===== config.mk =====
export PLATFORM = sky130hd
export DESIGN_NAME = rom_arbiter
export DESIGN_NICKNAME = d
export VERILOG_FILES = /design/src/rtl/rom_arbiter_pkg.sv /design/src/rtl/rom_arbiter_line.sv /design/src/rtl/rom_arbiter.sv
export SDC_FILE = /design/constraint.sdc
export NUM_CORES = 1
export LEC_CHECK = 0
export CAP_MARGIN = 25
export CORE_MARGIN = 2
export CORE_UTILIZATION = 48
export DETAILED_ROUTE_END_ITERATION = 16
export HOLD_SLACK_MARGIN = 0.02
export PLACE_DENSITY = 0.83
export SLEW_MARGIN = 20
export SYNTH_ARGS = -nofsm -noshare
export SYNTH_HDL_FRONTEND = slang
export SYNTH_SLANG_ARGS = --single-unit

===== constraint.sdc =====
create_clock -name clk -period 2.1 [get_ports clk]
set_input_delay 0.42 -clock clk [delete_from_list [all_inputs] [get_ports clk]]
set_output_delay 0.42 -clock clk [all_outputs]
set_load 0.02 [all_outputs]

===== src/rtl/rom_arbiter_pkg.sv =====
// rom_arbiter_pkg: shared widths and encodings for the PRG/CHR ROM port arbiter.
package rom_arbiter_pkg;
  localparam int ROM_AW = 21;
  localparam int EXT_AW = 22;
  localparam int CNT_W = 10;
  typedef enum logic [1:0] {ST_IDLE, ST_GRANT, ST_WAIT} state_e;
  typedef enum logic {CH_PRG = 1'b0, CH_CHR = 1'b1} chan_e;
endpackage


===== src/rtl/rom_arbiter_line.sv =====
// rom_arbiter_line: one-entry last-address cache line with hit compare, fill and flush.
module rom_arbiter_line
  import rom_arbiter_pkg::*;
(
  input  logic              clk,
  input  logic              resetn,
  input  logic [ROM_AW-1:0] addr_i,
  input  logic              flush_i,
  input  logic              upd_i,
  input  logic [7:0]        wdata_i,
  output logic              hit_o,
  output logic [7:0]        data_o
);
  logic              valid_q;
  logic [ROM_AW-1:0] tag_q;
  logic [7:0]        data_q;
  // a flush in the same cycle as the compare must not produce a hit
  assign hit_o  = valid_q && tag_q == addr_i && !flush_i;
  assign data_o = data_q;
  always_ff @(posedge clk or negedge resetn)
    if (!resetn) begin
      valid_q <= 1'b0;
      tag_q   <= '0;
      data_q  <= '0;
    end else if (flush_i) begin
      valid_q <= 1'b0;
    end else if (upd_i) begin
      valid_q <= 1'b1;
      tag_q   <= addr_i;
      data_q  <= wdata_i;
    end
endmodule


===== src/rtl/rom_arbiter.sv =====
// rom_arbiter: shares one external ROM port between PRG and CHR fetch channels,
// with a last-address cache per channel, round-robin/CHR-priority arbitration and a timeout.
module rom_arbiter
  import rom_arbiter_pkg::*;
#(
  parameter logic [EXT_AW-1:0] CHRBASE = 22'h200000,
  parameter logic              CHRPRIO = 1'b0,
  parameter int                TOUT    = 1023
) (
  input  logic              clk,
  input  logic              resetn,
  input  logic [ROM_AW-1:0] promaddr,
  input  logic              promreq,
  output logic              promack,
  output logic [7:0]        promdata,
  input  logic [ROM_AW-1:0] cromaddr,
  input  logic              cromreq,
  output logic              cromack,
  output logic [7:0]        cromdata,
  input  logic              flush,
  output logic [EXT_AW-1:0] extaddr,
  output logic              extreq,
  input  logic              extack,
  input  logic [7:0]        extrdata,
  output logic              err
);
  localparam logic [CNT_W-1:0] TLIM = CNT_W'(TOUT - 1);
  state_e            st_q;
  chan_e             gnt_q, rr_q, pick;
  logic [CNT_W-1:0]  cnt_q;
  logic              flushed_q, extreq_q, err_q, pack_q, cack_q;
  logic [EXT_AW-1:0] extaddr_q;
  logic [7:0]        pdata_q, cdata_q, p_line, c_line;
  logic              p_hit, c_hit, p_live, c_live, p_miss, c_miss, done, tmo, upd_p, upd_c;
  rom_arbiter_line u_prg (
    .clk(clk), .resetn(resetn), .addr_i(promaddr), .flush_i(flush), .upd_i(upd_p),
    .wdata_i(extrdata), .hit_o(p_hit), .data_o(p_line)
  );
  rom_arbiter_line u_chr (
    .clk(clk), .resetn(resetn), .addr_i(cromaddr), .flush_i(flush), .upd_i(upd_c),
    .wdata_i(extrdata), .hit_o(c_hit), .data_o(c_line)
  );
  // a channel is deaf in its ack cycle and while its own miss is in flight
  assign p_live = promreq && !pack_q && !(st_q != ST_IDLE && gnt_q == CH_PRG);
  assign c_live = cromreq && !cack_q && !(st_q != ST_IDLE && gnt_q == CH_CHR);
  assign p_miss = p_live && !p_hit;
  assign c_miss = c_live && !c_hit;
  assign pick   = (c_miss && (CHRPRIO || !p_miss || rr_q == CH_PRG)) ? CH_CHR : CH_PRG;
  assign done   = st_q == ST_WAIT && extack;
  assign tmo    = st_q == ST_WAIT && !extack && cnt_q == TLIM;
  assign upd_p  = done && gnt_q == CH_PRG && !flush && !flushed_q;
  assign upd_c  = done && gnt_q == CH_CHR && !flush && !flushed_q;
  assign promack  = pack_q;
  assign promdata = pdata_q;
  assign cromack  = cack_q;
  assign cromdata = cdata_q;
  assign extaddr  = extaddr_q;
  assign extreq   = extreq_q;
  assign err      = err_q;
  always_ff @(posedge clk or negedge resetn)
    if (!resetn) begin
      st_q      <= ST_IDLE;
      gnt_q     <= CH_PRG;
      rr_q      <= CH_PRG;
      cnt_q     <= '0;
      flushed_q <= 1'b0;
      extaddr_q <= '0;
      extreq_q  <= 1'b0;
      err_q     <= 1'b0;
      pack_q    <= 1'b0;
      cack_q    <= 1'b0;
      pdata_q   <= '0;
      cdata_q   <= '0;
    end else begin
      pack_q <= p_live && p_hit;
      cack_q <= c_live && c_hit;
      if (p_live && p_hit) pdata_q <= p_line;
      if (c_live && c_hit) cdata_q <= c_line;
      case (st_q)
        ST_IDLE:
          if (p_miss || c_miss) begin
            st_q      <= ST_GRANT;
            gnt_q     <= pick;
            rr_q      <= pick;
            flushed_q <= 1'b0;
            extaddr_q <= pick == CH_CHR ? CHRBASE + EXT_AW'(cromaddr) : EXT_AW'(promaddr);
          end
        ST_GRANT: begin
          st_q      <= ST_WAIT;
          extreq_q  <= 1'b1;
          cnt_q     <= '0;
          flushed_q <= flushed_q | flush;
        end
        default: begin
          cnt_q     <= cnt_q + CNT_W'(1);
          flushed_q <= flushed_q | flush;
          if (done || tmo) begin
            st_q     <= ST_IDLE;
            extreq_q <= 1'b0;
            err_q    <= err_q | tmo;
            if (gnt_q == CH_CHR) begin
              cack_q  <= 1'b1;
              cdata_q <= done ? extrdata : 8'hFF;
            end else begin
              pack_q  <= 1'b1;
              pdata_q <= done ? extrdata : 8'hFF;
            end
          end
        end
      endcase
    end
endmodule

==> results by group, run 1 <==
Critical path
  • Endpoint class of the critical path: flop
  • Crit-path max cell delay: 420 ps
  • CP Data Required Time: 2530 ps
  • Critical Setup Path Class: reg2reg
  • Cell chain of the critical path: xor2_2 -> nor4_2 -> nand4_1 -> buf_4 -> o211ai_1 -> buf_4 -> buf_6 -> nand3_1 -> a31oi_2
  • R2r worst-path depth: 9
  • CP max stage cell: dfrtp_1
  • R2R Setup Slk: -400 ps
  • Most numerous cell on the critical path: buf_4
  • Crit path arrival time: between 2000 and 3000 ps
  • Startpoint types: flop
  • Maximum fanout along the worst path: 10

Placement
  • DP HPWL: around 11000 um
  • Placed insts: 767
  • Port Buffers: 97
  • Dpl ws: -703 ps
  • Placed cell area: 7190 um^2
  • Final Wtd Congestion: roughly 0.9

Floorplan
  • # IOs: 98
  • Core Box Area: 10900 um^2
  • Initial Util: 0.496
  • Chip Height: 110 um
  • Die area: between 10000 and 15000 um^2
  • Die width: 110 um
  • Cell Rows: 38

STA
  • Max-slew violation count: 0
  • Max-slew headroom: 0.654
  • Fmax: approximately 400 MHz
  • Final period utilization: 1.19
  • Fin Hold WS: 401 ps
  • Total Negative Setup Slacks: -8050 ps
  • Worst Tran Pin Value: 519 ps
  • Skew final: approximately 11 ps
  • Final min period: 2500 ps
  • Setup slack after layout: -398 ps
  • RSZ-0062 raised after global routing: yes
  • # setup viols final: 36
  • Final Hold Vio Count: 0

Flow run
  • Max cap viols: 0

Clock tree
  • CTS Buf Count: 17
  • H-Tree Depth: 4
  • Root Buffer: clkbuf_8
  • Clk buf depth: 2
  • Number of clock sinks: roughly 120
  • CTS tree: done
  • Clock Latency Late Sink: 550 ps
  • Clock slew at reported path FFs: 60 ps

Final layout
  • Share of cells above drive strength 1: 0.373
  • Layout Nets: 716
  • Finished Cell Area: between 8000 and 9000 um^2
  • Fin cells: 810
  • Antenna Cells: 0
  • Layout area overhead: 56.4%

Routing
  • Residual DRC: 0
  • Vias: 5292
  • DRT iter0 DRCs: 715
  • Routed WL: 21500 um
  • Drt pass-1 iters: 5
  • Vias per std cell: 6.53
  • Wirelength per Cell: 26.6 um
  • ANT nets after route: 0

Synth
  • Ys flop type: dfrtp_1
  • Synth top area cells: dfrtp_1, mux2_2, xnor2_1, mux2i_1, xor2_1
  • Syn_nets: 538
  • Synthesized area: about 5400 um^2
  • Most frequent cell after synthesis: dfrtp_1
  • FFs w/ async S/R, synth: 1.00
  • Mapped Cells: 480
  • Share of the synthesized area in the top cell type: 0.533
  • Distinct cells, synth: 36
  • Syn avg cell area: 11.2 um^2
  • Register area share after synthesis: 0.533
  • Yosys reg bits: 115
  • Post-synth EDFFs: 0
  • Synth Warn #: 0
  • Synth top cells by count: dfrtp_1, mux2_2, o21ai_0, xnor2_1, nand3_1
  • Area leader, netlist: dfrtp_1

GRT
  • Vias in the first global route: between 5000 and 6000
  • Initial antenna violation count: 0
  • First-pass GRT wire length: 28300 um
  • Total congestion overflow: 0
  • Largest net degree at the start of global routing: 40
  • Total GRT Usage: 0.323

Pwr
  • Internal cell power: 0.00790 W
  • Logic pwr share: 0.439
  • Switching part of the total: 0.388
  • Static Leak: 3.64 nW
  • Clock power frac: 0.236
  • VDD IR-drop max: 1.04 mV
  • Seq pwr share: 0.325
  • Pwr/cell area: 1530 nW/um^2
  • Sw Pwr: 0.00501 W

Status
  • Violated checks: setup timing
  • Status: finished, violations left

Hold path
  • Worst Hold Class: in2async
-- final cells by class --
| class | instances | area, um^2 |
|---|---|---|
| Clock buffer | 23 | 487 |
| Clock inverter | 8 | 124 |
| Fill cell | 567 | 2450 |
| Inverter | 4 | 15.0 |
| Multi-Input combinational cell | 333 | 2960 |
| Sequential cell | 115 | 2880 |
| Tap cell | 140 | 175 |
| Timing Repair Buffer | 187 | 1800 |
-- cell usage in the layout, fill, tap and decap left out, drive strengths merged, types with 2 or more instances in the layout --
cell	netlist	final
nand2	21	21
inv	4	4
nand2b	5	5
ha	2	2
nor2b	2	2
nand4	13	13
clkbuf	22	25
buf	6	88
dfrtp	115	115
o211ai	4	4
o31ai	3	3
nor2	20	20
clkinv	0	3
dlygate4sd2	0	5
xor2	19	19
clkdlybuf4s50	0	91
o21ai	29	29
bufinv	0	3
clkinvlp	0	2
nand3	26	26
o211a	3	3
nor4	7	7
xnor2	28	28
nor3	22	22
mux2	58	58
or2	5	5
mux2i	17	17
a21oi	20	20
a31oi	21	21
or3	3	3
-- layer usage --
| metal | up-vias | part of all wire | GRT usage |
|---|---|---|---|
| met3 | 167 | 0.10 | 0.0835 |
| met4 | 0 | 0.077 | 0.156 |
| met5 | - | 0 | 0 |
| li1 | 2086 | - | - |
| met1 | 2571 | 0.36 | 0.399 |
| met2 | 468 | 0.46 | 0.529 |
-- worst paths after layout --
kind / startpoint / end
min in group clk: flush / u_chr.valid_q
max in group asynchronous: resetn / u_chr.data_o[1]
worst min-delay path: resetn / u_chr.tag_q[7]
worst min register to register: err / err
worst max register to register: u_prg.tag_q[20] / extaddr[9]
worst max-delay path: u_prg.tag_q[20] / extaddr[9]
-- what timing repair did --
action / CTS / global route
buffers inserted: 5 / 2
endpoints found under the hold margin: 30 / 0
resized for setup: 45 / 64
pin swaps: 15 / 23
hold buffers: 1 / 0
gates cloned: 3 / 2
setup endpoints to repair: 42 / 67
-- per-stage QoR --
| step | utilization | power, W |
|---|---|---|
| finish | 0.775 | 0.0129 |
| global route | 0.775 | 0.0133 |
| CTS | 0.741 | 0.0117 |
| detailed placement | 0.661 | 0.00823 |
| global placement | 0.661 | 0.00798 |
| floorplan | - | 0.00637 |
-- registers in the layout, summed over array words and instances, names as in the netlist, 2 cells and up --
signal,flops
u_chr.data_o,8
u_prg.data_o,8
u_prg.tag_q,21
extaddr,21
st_q,2
promdata,8
u_chr.tag_q,21
cnt_q,10
cromdata,8
-- worst max-delay path: cells and delay by family, from the launching register on --
kind / cells / cell delay, ps
flops: 1 / 420
compound gates: 2 / 500
xor+xnor: 1 / 200
simple gates: 3 / 680
buf+inv: 3 / 580
-- logic make-up (layout without fill, tap and decap cells) --
kind of cell    after synthesis  count (layout)  share of synthesized area
compound gates               82              82                     0.0879
buf+inv                      32             222                     0.0262
xor+xnor                     47              47                     0.0763
mux                          75              75                      0.153
simple gates                127             127                      0.119
flops                       115             115                      0.533
fa+ha+maj                     2               2                    0.00464
-- power groups by stage --
stage / combinational (W) / clock (W) / sequential, W
2_1_floorplan: 0.00215 / 0 / 0.00422
3_5_place_dp: 0.00427 / 0 / 0.00396
5_1_grt: 0.00593 / 0.00313 / 0.00424
3_3_place_gp: 0.00408 / 0 / 0.00390
4_1_cts: 0.00473 / 0.00297 / 0.00399
6_report: 0.00567 / 0.00305 / 0.00419
Power figures use the tool's default switching activity.
==> run 2, diff against run 1 <==
--- a/config.mk
+++ b/config.mk
@@ -10,7 +10,7 @@
 export CORE_UTILIZATION = 48
 export DETAILED_ROUTE_END_ITERATION = 16
 export HOLD_SLACK_MARGIN = 0.02
-export PLACE_DENSITY = 0.83
+export PLACE_DENSITY = 0.77
 export SLEW_MARGIN = 20
 export SYNTH_ARGS = -nofsm -noshare
 export SYNTH_HDL_FRONTEND = slang
==> run 2 against run 1 <==
Net effect: the run still ends with setup timing left; clock power up 2%; first-iteration DRC count down 35%; wire length down 14%; maximum frequency up 2.7%; clock skew about the same; global-route usage down 4.0 points; non-clock buffer count up 2.
==> results by group, run 2 (synthesis gave the netlist of run 1 again) <==
Placement
  • Port Buffers: 97
  • Dpl ws: -674 ps
  • Final Wtd Congestion: 0.843
  • DP HPWL: 10400 um
  • Placed insts: 767

STA
  • Final period utilization: 1.16
  • Final Hold Vio Count: 0
  • Worst Tran Pin Value: 621 ps
  • Fmax: 411 MHz
  • Skew final: ~11 ps
  • Final min period: about 2400 ps
  • Setup slack after layout: -332 ps
  • # setup viols final: 32
  • Max-slew violation count: 0
  • Max-slew headroom: 0.586
  • RSZ-0062 raised after global routing: yes
  • Fin Hold WS: 491 ps

Clock tree
  • Number of clock sinks: roughly 120
  • H-Tree Depth: 4
  • Clock Latency Late Sink: 530 ps
  • Clk buf depth: 2
  • Root Buffer: clkbuf_8
  • Clock slew at reported path FFs: about 60 ps
  • CTS tree: done
  • CTS Buf Count: 17

Critical path
  • Critical Setup Path Class: in2reg
  • Maximum fanout along the worst path: 21
  • Endpoint class of the critical path: flop
  • Crit path arrival time: 2820 ps
  • Startpoint types: input port
  • R2R Setup Slk: -300 ps
  • CP Data Required Time: 2490 ps

Floorplan
  • # IOs: 98
  • Initial Util: 0.496
  • Core Box Area: between 10000 and 15000 um^2
  • Chip Height: 110 um
  • Cell Rows: 38
  • Die area: 12100 um^2
  • Die width: 110 um

Final layout
  • Antenna Cells: 0
  • Commonest non-fill, non-tap cells in the layout: dfrtp_1, clkdlybuf4s50_1, buf_4, mux2_2
  • Layout Nets: 718
  • Share of cells above drive strength 1: 0.355
  • Layout area overhead: 53.0%
  • Most common cell after layout, fill and taps aside: dfrtp_1
  • Post-layout util: 0.758
  • Fin cells: 813

Routing
  • Routed WL: 18600 um
  • Residual DRC: 0
  • Drt pass-1 iters: 5
  • Wirelength per Cell: 22.8 um
  • Vias per std cell: 6.09
  • DRT iter0 DRCs: 463
  • ANT nets after route: 0
  • Vias: 4948

Hold path
  • Worst Hold Class: reg2reg

Pwr
  • Pwr/cell area: 1480 nW/um^2
  • VDD IR-drop max: 0.846 mV
  • Static Leak: 3.60 nW

Status
  • Violated checks: setup timing
  • Status: finished, violations left

GRT
  • Total congestion overflow: 0
  • Initial antenna violation count: 1
  • Largest net degree at the start of global routing: 116
  • Total GRT Usage: 0.283
  • First-pass GRT wire length: 25400 um
  • Vias in the first global route: 5042

Flow run
  • Max cap viols: 0
-- run 2: cell types whose count changed in the layout (fill, tap and decap cells not counted), moves of 6 or more --
cell / change
nor3_1: +8
a31oi_4: -7
o21ai_1: +6
o21ai_0: -6
-- run 2: layer usage --
metal,up-vias,global-route usage,share of wire,wire length [um]
li1,2099,-,-,-
met1,2492,0.346,0.38,7080
met2,286,0.480,0.51,9470
met3,71,0.0700,0.066,1230
met4,0,0.112,0.042,780
met5,-,0,0,0
-- run 2: layout make-up --
type	count	area, um^2
flip-flops and latches	115	2880
repair buffers	189	1780
fillers	658	2630
clock buffers	18	428
well taps	140	175
clock inverters	14	201
multi-input cells	333	2780
inverters	4	15.0
-- run 2: worst paths after layout --
kind | startpoint | to | cells after the start
hold reg to reg | u_prg.valid_q | u_prg.valid_q | 2
setup reg to reg | u_chr.tag_q[11] | extaddr[7] | 7
setup / recovery | cromaddr[11] | extaddr[7] | 8
hold / removal | u_prg.valid_q | u_prg.valid_q | 2
max in group asynchronous | resetn | extaddr[5] | 3
min in group asynchronous | resetn | u_chr.tag_q[7] | 3
-- run 2: repair_timing --
action | in CTS | in global routing
setup buffers | 2 | 3
endpoints found under the hold margin | 26 | 0
hold buffers | 1 | 0
pin swaps | 12 | 22
setup endpoints to repair | 40 | 35
gates cloned | 6 | 2
gates resized for setup | 42 | 46
-- run 2: power by group --
| part | internal [W] | total (W) | switching (W) |
|---|---|---|---|
| clock network | 0.00197 | 0.00311 | 0.00113 |
| registers | 0.00320 | 0.00409 | 0.000889 |
| logic | 0.00253 | 0.00505 | 0.00252 |
| total | 0.00771 | 0.0123 | 0.00454 |
-- run 2: worst max-delay path, cell delays in order --
cell	delay [ps]
clkdlybuf4s50_1	480
xnor2_1	290
nand4_1	160
or4_4	560
o211a_1	250
buf_4	230
nor3_1	340
a31oi_2	80
-- run 2: through the flow --
step | power [W] | TNS, ps | area, um^2
2_1_floorplan | 0.00637 | -24.3 | 5530
3_3_place_gp | 0.00799 | -22210 | 7180
3_5_place_dp | 0.00823 | -26220 | 7180
4_1_cts | 0.0116 | -955 | 8000
5_1_grt | 0.0127 | -7330 | 8260
6_report | 0.0123 | -5480 | 8260
==> run 3, diff against run 2 <==
--- a/config.mk
+++ b/config.mk
@@ -11,6 +11,7 @@
 export DETAILED_ROUTE_END_ITERATION = 16
 export HOLD_SLACK_MARGIN = 0.02
 export PLACE_DENSITY = 0.77
+export SKIP_CTS_REPAIR_TIMING = 1
 export SLEW_MARGIN = 20
 export SYNTH_ARGS = -nofsm -noshare
 export SYNTH_HDL_FRONTEND = slang
==> run 3 against run 2 <==
Net effect: the flow still finishes with violations (setup timing); sequential cell count unchanged; non-clock buffer count is 3 lower; wire length shrank 9.2%; largest cell class unchanged.
==> results by group, run 3 (synthesis gave the netlist of run 1 again) <==
Critical path
  • R2r worst-path depth: 7
  • CP Data Required Time: 2500 ps
  • Reg2reg end: extaddr[14]
  • CP max stage cell: or4_4
  • R2R Setup Slk: -270 ps
  • CP top delay family: simple AND/OR/NAND/NOR gates
  • Reg2Reg Launch Point: u_chr.tag_q[10]
  • Crit-path max cell delay: ~560 ps
  • Critical Setup Path Class: reg2reg
  • Startpoint types: flop
  • Worst path bufs/invs: 1
  • Crit path arrival time: 2770 ps
  • Endpoint class of the critical path: flop
  • CP Depth: 7
  • Maximum fanout along the worst path: 8
  • Cell chain of the critical path: xnor2_2 -> nand4_1 -> or4_4 -> o211a_1 -> or2_4 -> buf_8 -> a31oi_1

Pwr
  • Pwr/cell area: roughly 1500 nW/um^2
  • Seq pwr share: 0.336
  • Switching part of the total: 0.362
  • Clock power frac: 0.254
  • Static Leak: ~3.6 nW
  • Internal cell power: 0.00770 W
  • Logic pwr share: 0.410
  • VDD IR-drop max: 0.829 mV
  • Sw Pwr: around 0.0044 W

Routing
  • Drt pass-1 iters: 5
  • Routed WL: 16900 um
  • Wirelength per Cell: 20.8 um
  • Residual DRC: 0
  • Vias: between 4000 and 5000
  • ANT nets after route: 0
  • DRT iter0 DRCs: approximately 330
  • Vias per std cell: 5.85

Final layout
  • Commonest non-fill, non-tap cells in the layout: dfrtp_1, clkdlybuf4s50_1, buf_4, mux2_2
  • Layout area overhead: 52.1%
  • Most common cell after layout, fill and taps aside: dfrtp_1
  • Layout Nets: 715
  • Fin cells: 810
  • Share of cells above drive strength 1: 0.331
  • Finished Cell Area: 8200 um^2
  • Post-layout util: 0.754
  • Antenna Cells: 0

Floorplan
  • # IOs: slightly below 100
  • Die area: approximately 12000 um^2
  • Core Box Area: 10900 um^2
  • Die width: roughly 110 um
  • Initial Util: 0.496
  • Cell Rows: 38
  • Chip Height: 110 um

Status
  • Violated checks: setup timing
  • Status: finished, violations left

Placement
  • Placed cell area: ~7200 um^2
  • DP HPWL: between 10000 and 15000 um
  • Final Wtd Congestion: 0.843
  • Port Buffers: 97
  • Placed insts: 767

STA
  • Total Negative Setup Slacks: -3440 ps
  • Setup slack after layout: -274 ps
  • Skew final: about 6.5 ps
  • RSZ-0062 raised after global routing: yes
  • Fin Hold WS: 437 ps
  • Final period utilization: 1.13
  • # setup viols final: 31
  • Max-slew headroom: 0.596
  • Fmax: between 400 and 500 MHz
  • Worst Tran Pin Value: between 600 and 700 ps
  • Final min period: 2370 ps
  • Final Hold Vio Count: 0
  • Max-slew violation count: 0

Hold path
  • WHS Endpoint: u_chr.valid_q
  • Min-delay src: flush
  • Worst Hold Class: in2reg
  • Hold Path Stages: 4

GRT
  • Total congestion overflow: 0
  • Initial antenna violation count: 0
  • Vias in the first global route: 4777
  • Total GRT Usage: 0.265
  • Largest net degree at the start of global routing: roughly 120
  • First-pass GRT wire length: 23900 um

Clock tree
  • H-Tree Depth: 4
  • CTS tree: done
  • Clk buf depth: 2
  • Number of clock sinks: between 100 and 150
  • CTS Buf Count: 17
  • Root Buffer: clkbuf_8
  • Clock slew at reported path FFs: 60 ps
  • Clock Latency Late Sink: 510 ps

Flow run
  • Max cap viols: 0
-- run 3: stage by stage --
| step | total power, W | setup WS [ps] |
|---|---|---|
| floorplan | 0.00637 | -24.3 |
| global placement | 0.00799 | -593 |
| detailed placement | 0.00823 | -674 |
| CTS | 0.0114 | -238 |
| global route | 0.0126 | -340 |
| finish | 0.0121 | -274 |
-- run 3: worst max path at each step --
stage                     from     endpoint  slack (ps)
2_1_floorplan            flush  extaddr[13]         -20
3_3_place_gp       cromaddr[7]  extaddr[13]        -590
3_5_place_dp       promaddr[8]  extaddr[20]        -670
4_1_cts        u_prg.tag_q[16]  promdata[0]        -240
5_1_grt           cromaddr[10]  extaddr[14]        -340
6_report       u_chr.tag_q[10]  extaddr[14]        -270
-- run 3: per-layer routing --
layer / up-vias / part of all wire / global-route usage
met5: - / 0 / 0
met4: 0 / 0.029 / 0.0778
met3: 49 / 0.060 / 0.0606
met2: 218 / 0.51 / 0.450
met1: 2379 / 0.40 / 0.339
li1: 2089 / - / -
-- run 3: power by group through the flow --
stage | sequential, W | combinational [W] | clock, W
final | 0.00405 | 0.00494 | 0.00307
after global routing | 0.00414 | 0.00526 | 0.00321
after CTS | 0.00396 | 0.00430 | 0.00309
after detailed placement | 0.00398 | 0.00425 | 0
after global placement | 0.00392 | 0.00408 | 0
after floorplan | 0.00422 | 0.00215 | 0
-- run 3: layout make-up --
cell class                      instances  area [um^2]
Timing Repair Buffer                  186         1770
Tap cell                              140          175
Inverter                                4         15.0
Fill cell                             676         2680
Clock inverter                         14          201
Clock buffer                           18          428
Multi-Input combinational cell        333         2740
Sequential cell                       115         2880
-- run 3: worst min-delay path: cells and delay by family --
| family | cells | cell delay [ps] |
|---|---|---|
| buffers and inverters | 2 | 280 |
| AND/OR/NAND/NOR | 2 | 210 |
